==> src/rtl/uart_ctrl_pkg.sv <==
// Shared definitions for the UART control path: frame sequencer state
// encoding and the default frame header byte.
package uart_ctrl_pkg;

    typedef enum logic [2:0] {
        ST_IDLE  = 3'd0,
        ST_ISSUE = 3'd1,
        ST_WAIT  = 3'd2,
        ST_GAP   = 3'd3,
        ST_DONE  = 3'd4
    } state_t;

    localparam logic [7:0] UART_HEADER_DEFAULT = 8'hA5;

endpackage

==> src/rtl/uart_frame_checksum.sv <==
// Byte-wide XOR accumulator. clr has priority over en; used by the frame
// sequencer to build the trailing checksum byte.
module uart_frame_checksum (
    input  logic       clk,
    input  logic       reset,
    input  logic       clr,
    input  logic       en,
    input  logic [7:0] d_in,
    output logic [7:0] acc
);

    // Accumulate XOR of every enabled byte since the last clear.
    always_ff @(posedge clk or negedge reset) begin
        if (!reset) begin
            acc <= 8'h00;
        end else if (clr) begin
            acc <= 8'h00;
        end else if (en) begin
            acc <= acc ^ d_in;
        end
    end

endmodule

==> src/rtl/uart_tx_frame_sequencer.sv <==
// Frame sequencer between the AES output and UART_tx. Sends a header byte,
// NUM_BYTES data bytes (MSB byte first) and, when UART_FRAME_CHECKSUM_EN is
// defined, a trailing XOR checksum byte.
//
// Block handshake: a block transfers on a rising clk edge where
// block_valid && block_ready. block_ready is high only in IDLE; the producer
// holds block_valid/block_data until the transfer, and block_data is captured
// on that edge so later changes have no effect.
module uart_tx_frame_sequencer
    import uart_ctrl_pkg::*;
#(
    parameter int         NUM_BYTES   = 16,
    parameter logic [7:0] HEADER_BYTE = UART_HEADER_DEFAULT
) (
    input  logic                   clk,
    input  logic                   reset,
    input  logic                   block_valid,
    input  logic [8*NUM_BYTES-1:0] block_data,
    output logic                   block_ready,
    input  logic                   tx_done_flag,
    output logic                   tx_start,
    output logic [7:0]             d_out,
    output logic                   busy,
    output logic                   frame_done,
    output state_t                 state_dbg
);

    localparam int DW    = 8 * NUM_BYTES;
    localparam int CNT_W = $clog2(NUM_BYTES + 2);
`ifdef UART_FRAME_CHECKSUM_EN
    localparam int LAST  = NUM_BYTES + 1;
    localparam logic [CNT_W-1:0] DATA_LAST_IDX = CNT_W'(NUM_BYTES);
`else
    localparam int LAST  = NUM_BYTES;
`endif
    localparam logic [CNT_W-1:0] LAST_IDX = CNT_W'(LAST);

    state_t            state, state_n;
    logic [CNT_W-1:0]  cnt, cnt_n;
    logic [DW-1:0]     shreg, shreg_n;
    logic [7:0]        d_out_n;
    logic              tx_start_n, frame_done_n, block_ready_n, busy_n;

`ifdef UART_FRAME_CHECKSUM_EN
    logic [7:0] csum;

    // Clear on acceptance; fold in each non-checksum byte while it is issued.
    uart_frame_checksum u_csum (
        .clk   (clk),
        .reset (reset),
        .clr   (state == ST_IDLE && block_valid),
        .en    (state == ST_ISSUE && cnt != LAST_IDX),
        .d_in  (d_out),
        .acc   (csum)
    );
`endif

    assign state_dbg = state;

    // State, counter, shift register and registered outputs.
    always_ff @(posedge clk or negedge reset) begin
        if (!reset) begin
            state       <= ST_IDLE;
            cnt         <= '0;
            shreg       <= '0;
            d_out       <= 8'h00;
            tx_start    <= 1'b0;
            frame_done  <= 1'b0;
            block_ready <= 1'b1;
            busy        <= 1'b0;
        end else begin
            state       <= state_n;
            cnt         <= cnt_n;
            shreg       <= shreg_n;
            d_out       <= d_out_n;
            tx_start    <= tx_start_n;
            frame_done  <= frame_done_n;
            block_ready <= block_ready_n;
            busy        <= busy_n;
        end
    end

    // Next state and next values of the registered outputs.
    always_comb begin
        state_n       = state;
        cnt_n         = cnt;
        shreg_n       = shreg;
        d_out_n       = d_out;
        tx_start_n    = 1'b0;
        frame_done_n  = 1'b0;
        block_ready_n = 1'b0;
        busy_n        = 1'b1;
        case (state)
            ST_IDLE: begin
                block_ready_n = 1'b1;
                busy_n        = 1'b0;
                if (block_valid) begin
                    state_n       = ST_ISSUE;
                    shreg_n       = block_data;
                    cnt_n         = '0;
                    d_out_n       = HEADER_BYTE;
                    tx_start_n    = 1'b1;
                    block_ready_n = 1'b0;
                    busy_n        = 1'b1;
                end
            end
            ST_ISSUE: begin
                state_n = ST_WAIT;
            end
            ST_WAIT: begin
                if (tx_done_flag) begin
                    if (cnt == LAST_IDX) begin
                        state_n      = ST_DONE;
                        frame_done_n = 1'b1;
                    end else begin
                        cnt_n   = cnt + CNT_W'(1);
                        state_n = ST_GAP;
                    end
                end
            end
            ST_GAP: begin
                // cnt already points at the byte about to be issued.
                state_n    = ST_ISSUE;
                tx_start_n = 1'b1;
`ifdef UART_FRAME_CHECKSUM_EN
                if (cnt <= DATA_LAST_IDX) begin
                    d_out_n = shreg[DW-1 -: 8];
                    shreg_n = shreg << 8;
                end else begin
                    d_out_n = csum;
                end
`else
                d_out_n = shreg[DW-1 -: 8];
                shreg_n = shreg << 8;
`endif
            end
            ST_DONE: begin
                state_n       = ST_IDLE;
                block_ready_n = 1'b1;
                busy_n        = 1'b0;
            end
            default: begin
                state_n       = ST_IDLE;
                block_ready_n = 1'b1;
                busy_n        = 1'b0;
            end
        endcase
    end

endmodule

==> config.mk <==
export PLATFORM = sky130hd
export DESIGN_NAME = uart_tx_frame_sequencer
export DESIGN_NICKNAME = d
export VERILOG_FILES = /design/src/rtl/uart_ctrl_pkg.sv /design/src/rtl/uart_frame_checksum.sv /design/src/rtl/uart_tx_frame_sequencer.sv
export SDC_FILE = /design/constraint.sdc
export NUM_CORES = 1
export LEC_CHECK = 0
export BUFFER_PORTS_ARGS = -buffer_cell sky130_fd_sc_hd__buf_2
export CORE_UTILIZATION = 58
export CTS_CLUSTER_DIAMETER = 200
export CTS_CLUSTER_SIZE = 10
export DETAILED_ROUTE_END_ITERATION = 7
export GPL_TIMING_DRIVEN = 0
export PLACE_DENSITY = 0.86
export SKIP_LAST_GASP = 1
export SLEW_MARGIN = 0
export SYNTH_ARGS = -nofsm -noshare
export SYNTH_HDL_FRONTEND = slang
export SYNTH_HIERARCHICAL = 1
export SYNTH_SLANG_ARGS = --single-unit
==> constraint.sdc <==
create_clock -name clk -period 2.85 [get_ports clk]
set_input_delay 0.1425 -clock clk [delete_from_list [all_inputs] [get_ports clk]]
set_output_delay 0.1425 -clock clk [all_outputs]
set_load 0.01 [all_outputs]
---- After elaboration in Yosys (flattened, before gate mapping) ----
Index checks and enable logic that the tools add are counted.
word-level totals
  register bits after elaboration ......... 148
  logic and storage cells ................. 43
operators by class
  add/sub/neg operators ................... 1
  equal/unequal tests ..................... 7
  mux-type cells .......................... 20
  reductions and logical operators ........ 7
operators with widths
  kind                                           number
  case mux 128 bit (2 select lines)              1
  2-to-1 mux 128 bit                             1
  case mux 8 bit (2 select lines)                1
  2-to-1 mux 5 bit                               3
  case mux 3 bit (4 select lines)                1
  case mux 5 bit (2 select lines)                1
  2-to-1 mux 3 bit                               3
  2-to-1 mux 8 bit                               1
  == test 3 x 2 -> 1 bit, second input constant  2
  != test 2 bit, second input constant           3
  case mux 1 bit (2 select lines)                3
  adder 5 x 1 -> 5 bit, second input constant    1
  == test 5 bit, second input constant           1
  2-to-1 mux 1 bit                               5
  AND reduction 2 bit                            2
  AND reduction 4 bit                            1
  nonzero test 2 bit                             2
  == test 3 x 1 -> 1 bit, second input constant  1
  logical NOT 3 bit                              1
  OR reduction 3 bit                             1

---- Longest topological paths before layout ----
  depth after elaboration ................. 4
  gate-level depth with buffers ........... 7
  mapped depth without buffers ............ 5

---- Worst setup path after synthesis ----
No wires, ideal clock.
  kind .................................... flip-flop to flip-flop
  start ................................... reg state[2], in the netlist state_dbg[2]
  end ..................................... reg shreg[54]
  data arrival time ....................... 1.531 ns
  data required time ...................... 2.709 ns
  setup slack ............................. 1.178 ns
  cell stages (with the launch flop) ...... 7
  clock period less this slack ............ 1.672 ns
  cells stage by stage .................... dfrtp_1 buf_6 or4b_4 buf_6 buf_4 nand2_1 a31oi_1
between the ends
  cells in the longest elaborated chain, start to end .. 3
  elaborated cells on any way between the ends .. 6
  those cells by class .................... eq/ne: 2; mux: 1; reduce/logical: 3
RTL lines
  element                                                        line                           text
  start: declaration                                             uart_tx_frame_sequencer.sv:38  state_t state, state_n;
  start signal: assignment                                       uart_tx_frame_sequencer.sv:72  state <= state_n;
  == test 3 x 2 -> 1 bit or logical NOT 3 bit (tied branches)    uart_tx_frame_sequencer.sv:93  case (state)
  nonzero test 2 bit (no line) or != test 2 bit (tied branches)  n/a
  AND reduction 2 bit (no line)                                  n/a
  end signal: assignment                                         uart_tx_frame_sequencer.sv:74  shreg <= shreg_n;
  end: declaration                                               uart_tx_frame_sequencer.sv:40  logic [DW-1:0] shreg, shreg_n;
Parallel ways exist; a longest one is shown, timed or not.
A chain may end at the register's enable or synchronous reset.

---- Final worst setup path ----
  start ................................... reg state[0], in the netlist state_dbg[0]
  end ..................................... reg shreg[65]
Same word-level chain as after synthesis.

==> results.md <==
Worst setup path:
- Walking the worst path, the cells encountered are buf_2 -> nand3b_1 -> buf_2 -> clkbuf_1 -> clkbuf_1 -> a31oi_1.
- The end of the worst register-to-register path is shreg[65]$_DFFE_PN0P_.
- The slowest stage of the critical path is the dfrtp_1 cell.
- The launching element type of the critical path is a register.
- The nature of the critical path endpoint is a register.
- The worst path arrival time is 2380 ps.
- The source of the critical timing path is state_dbg[0]$_DFFE_PN0P_.
- The reg-to-reg setup timing slack is 740 ps.
- At the worst endpoint, the required time is ~3100 ps.
- The largest fanout of any net on the critical path is 10.
- The count of cells along the worst register-to-register path is 6.
- The classification of the worst setup path is reg -> reg.
- The largest stage delay on the critical path is between 400 and 500 ps.
- The launch point of the worst reg-to-reg path is state_dbg[0]$_DFFE_PN0P_.

Job:
- The count of maximum capacitance violations is 0.

STA:
- After layout, the worst setup slack is 744.8 ps.
- The total negative slack for setup checks is 0 ps.
- The final number of hold-violating endpoints was 0.
- The final count of pins violating max slew came to 0.
- Setup repair after global routing left no endpoint under its margin.
- The final setup violation count is 0.
- The routed design could run at a clock period as short as 2105 ps.
- After layout, the worst path uses approximately 74% of the clock period.
- The highest attainable clock frequency is roughly 480 MHz.
- The final worst clock skew is 8.027 ps.
- In this run the tightest slew margin relative to its limit is ~53%.
- For the pin with the worst max-slew slack, the measured transition is just over 700 ps.

Power and ir drop:
- The share of total power dissipated in the clock network is 24.5%.
- Net switching is 37.48% of the power.
- The total power divided by cell area is around 1100 nW/µm².
- The power share of the sequential group is 38.5%.
- For this design the total switching power over the nets is 3783 µW.
- The maximum VDD drop is 0.7302 mV.
- The cell-internal power is 6311 µW.
- The static leakage power is 0.004512 µW.
- The relative contribution of combinational cells to total power is between 30% and 40%.

Routing:
- In the final routed layout, each cell accounts on average for approximately 18 µm.
- The total vias in the final route is between 6k and 7k.
- The number of nets with antenna violations after routing is 0.
- Using the TritonRoute via totals, the vias-per-cell ratio works out to around 5.8.
- Before antenna repair, the detailed router went through 5 iterations.
- The total wire length after detailed routing is 21780 µm.
- The DRC violations left is 0.
- After the first detailed-routing iteration, the DRC count stood at 720.

Placement:
- The post-place setup slack is 816.6 ps.
- The final HPWL from detailed placement is approximately 11000 µm.
- The congestion estimate from routability-driven global placement came to 0.8323.
- Buffers placed on the I/O ports in this run total approximately 150.
- The instance area at placement is 7581 µm².

Die:
- The count of boundary I/O pins is 147.
- The area of the die is 11890 µm².
- The die span in y is 109.0 µm.
- Measured along the x axis, the die boundary spans 109.0 µm.
- The count of standard-cell rows is 38.
- The core area is between 10000 and 15000 µm².
- The initial core utilization is 60.51%.

Synth:
- The synthesized design spends more area on one cell type than any other, namely dfrtp_1.
- Among all flip-flop cells after synthesis, the most frequent one is dfrtp_1.
- The number of unique standard cell types used by synthesis is 34.
- The cell area that synthesis handed to floorplanning was between 6000 and 7000 µm².
- In the synthesized netlist the async set-or-reset flop fraction comes to 100.0%.
- The count of state elements after synthesis is 148.
- The number of enable flip-flop cells after synthesis is 0.
- The post-synthesis net count is 899.
- The instance count of the mapped netlist is 765.
- In this run the mean area of a mapped cell was about 8.7 µm².
- After synthesis, the cell types taking the most area are dfrtp_1 (55%), nand2_1 (15%), a31oi_1 (12%).
- Of the synthesized area, sequential elements account for 55.74%.
- For this run, the number of Yosys warnings is 6.
- The area share of the largest cell type after synthesis is 55.35%.

Global route:
- Summed over all layers, the global routing overflow is 0.
- Entering global routing, the biggest net connects 76 pins.
- The first-pass GRT wire length is 33460 µm.
- In the global route stage, met1 resource usage came out at 44.29%.
- Global routing consumed, on the met3 layer, 8.846% of the routing resources.
- The initial antenna violation count is 0.
- Global routing consumed, on the met2 layer, 64.33% of the routing resources.
- The highest-utilization routing layer at the global route stage is met2.
- Global routing consumed, over all layers together, 38.05% of the routing resources.
- The number of global-route vias before repair is 7158.

Cells and area:
- In the final layout, flip-flops and latches occupy 3705 µm².
- In the final layout, the multi-input gates occupy 2577 µm².
- After routing the design area is 9453 µm².
- Counting the fill cells in the layout gives 563.
- The net count reported at finish is between 1k and 1.5k.
- The synthesis-to-finish area growth is 42.23%.
- The fraction of final layout cells sized beyond drive strength 1 is roughly a fifth.

Min path:
- The start point of the worst hold path is block_data[122].
- The path class of the tightest hold or removal check is in -> reg.
- The worst min-delay path endpoint is shreg[122]$_DFFE_PN0P_.
- Counting instances, the worst hold path has a depth of 3.

CTS:
- The TritonCTS clock tree is yes.
- The clock transition at the registers of the reported paths is 60 ps.
- The tree is rooted in a clkbuf_16.
- Once the clock tree was built, the resizer swapped 0 gates to a different size.
- The insertion delay to the later sink of the worst-skew pair is between 400 and 500 ps.
- The deepest level of the CTS H-tree is 4.
- No sink is reached through more buffers than the 2 on the longest clock path.
- Buffers inserted during clock tree synthesis total 17.
- The clock sink count is around 150.

Outcome:
- The flow ran to the end, and the final reports show no timing, DRC or antenna violations.
## worst max-delay path: cells and delay by family, from the launching register on
kind / cells / cell delay, ps
AOI/OAI and AO/OA: 1 / 180
buffers and inverters: 4 / 1260
and+or+nand+nor: 1 / 100
DFF: 1 / 410
## power groups by stage
stage	registers, µW	logic (µW)	clock network [µW]
after floorplan	3650	2550	0
after global placement	3780	3300	0
after detailed placement	3810	3420	0
after CTS	3810	3590	2450
after global routing	3970	4150	2560
final	3880	3740	2470
## worst max path at each step
stage,end,slack (ps),cells after the start
floorplan,shreg[54]$_DFFE_PN0P_,1180,6
global placement,shreg[18]$_DFFE_PN0P_,-410,1
detailed placement,shreg[89]$_DFFE_PN0P_,820,6
CTS,shreg[94]$_DFFE_PN0P_,800,6
global route,shreg[92]$_DFFE_PN0P_,600,6
finish,shreg[65]$_DFFE_PN0P_,740,6
## metrics by stage
stage | util, % | hold WS (ps) | instances | power (µW)
6_report | 86.07 | 4.414 | 1205 | 10090
5_1_grt | 86.04 | 11.33 | 1204 | 10680
4_1_cts | 86.04 | 0.3032 | 1204 | 9853
3_5_place_dp | 69.02 | 200.8 | 1051 | 7229
3_3_place_gp | 68.72 | 379.9 | 1050 | 7084
2_1_floorplan | - | -153.1 | 765 | 6203
## cells in the final DEF (no fill, tap or decap), types with 5 or more instances in the layout
cell	netlist	routed
clkbuf_16	0	17
buf_4	7	7
a21oi_1	10	10
dfrtp_1	147	147
buf_6	9	10
buf_2	18	162
nand2_1	257	257
a31oi_1	123	123
inv_1	5	5
dlygate4sd3_1	0	122
nor2_1	122	122
clkbuf_1	27	28
bufinv_16	0	5
## per-layer routing
metal	routed length (µm)	share of wire, %
met5	0	0
met4	991	4.6
met3	1558	7.2
met2	10800	50
met1	8430	39
## final cells by class
| cell class | instances | area share [%] |
|---|---|---|
| Clock buffer | 21 | 4.977 |
| Antenna cell | 1 | 0.02647 |
| Multi-Input combinational cell | 551 | 27.27 |
| Clock inverter | 10 | 1.880 |
| Buffer | 61 | 3.653 |
| Inverter | 5 | 0.1985 |
| Timing Repair Buffer | 268 | 20.95 |
| Tap cell | 140 | 1.853 |
| Sequential cell | 148 | 39.19 |
## cells in the mapped netlist, drive strengths merged (2+ instances only)
master    n
nand2   257
dfrtp   147
a31oi   123
nor2    122
buf      34
clkbuf   27
a21oi    10
inv       5
a22o      4
and3      4
o22a      4
a41oi     3
nand2b    3
ha        2
nand3     2
o31ai     2
## flip-flops by register name (all words and copies together), names as in the netlist
signal	flops
state_dbg	3
tx_start	1
shreg	128
cnt	5
block_ready	1
d_out	8
busy	1
frame_done	1
## kinds of logic (layout without fill, tap and decap cells)
logic type                 after synthesis  after routing  synth area share [%]
and+or+nand+nor                        398            398                 23.80
AOI/OAI and AO/OA                      150            150                 14.46
DFF                                    148            148                 55.74
buffers and inverters                   66            365                 5.478
adders and majority gates                2              2                0.3764
muxes                                    1              1                0.1506
other                                    0              1                     0
## repair_timing
action,CTS,global route
setup buffers,0,0
hold buffers,122,0
setup endpoints to repair,0,0
endpoints found under the hold margin,195,0
(Power assumes the default switching activity.)
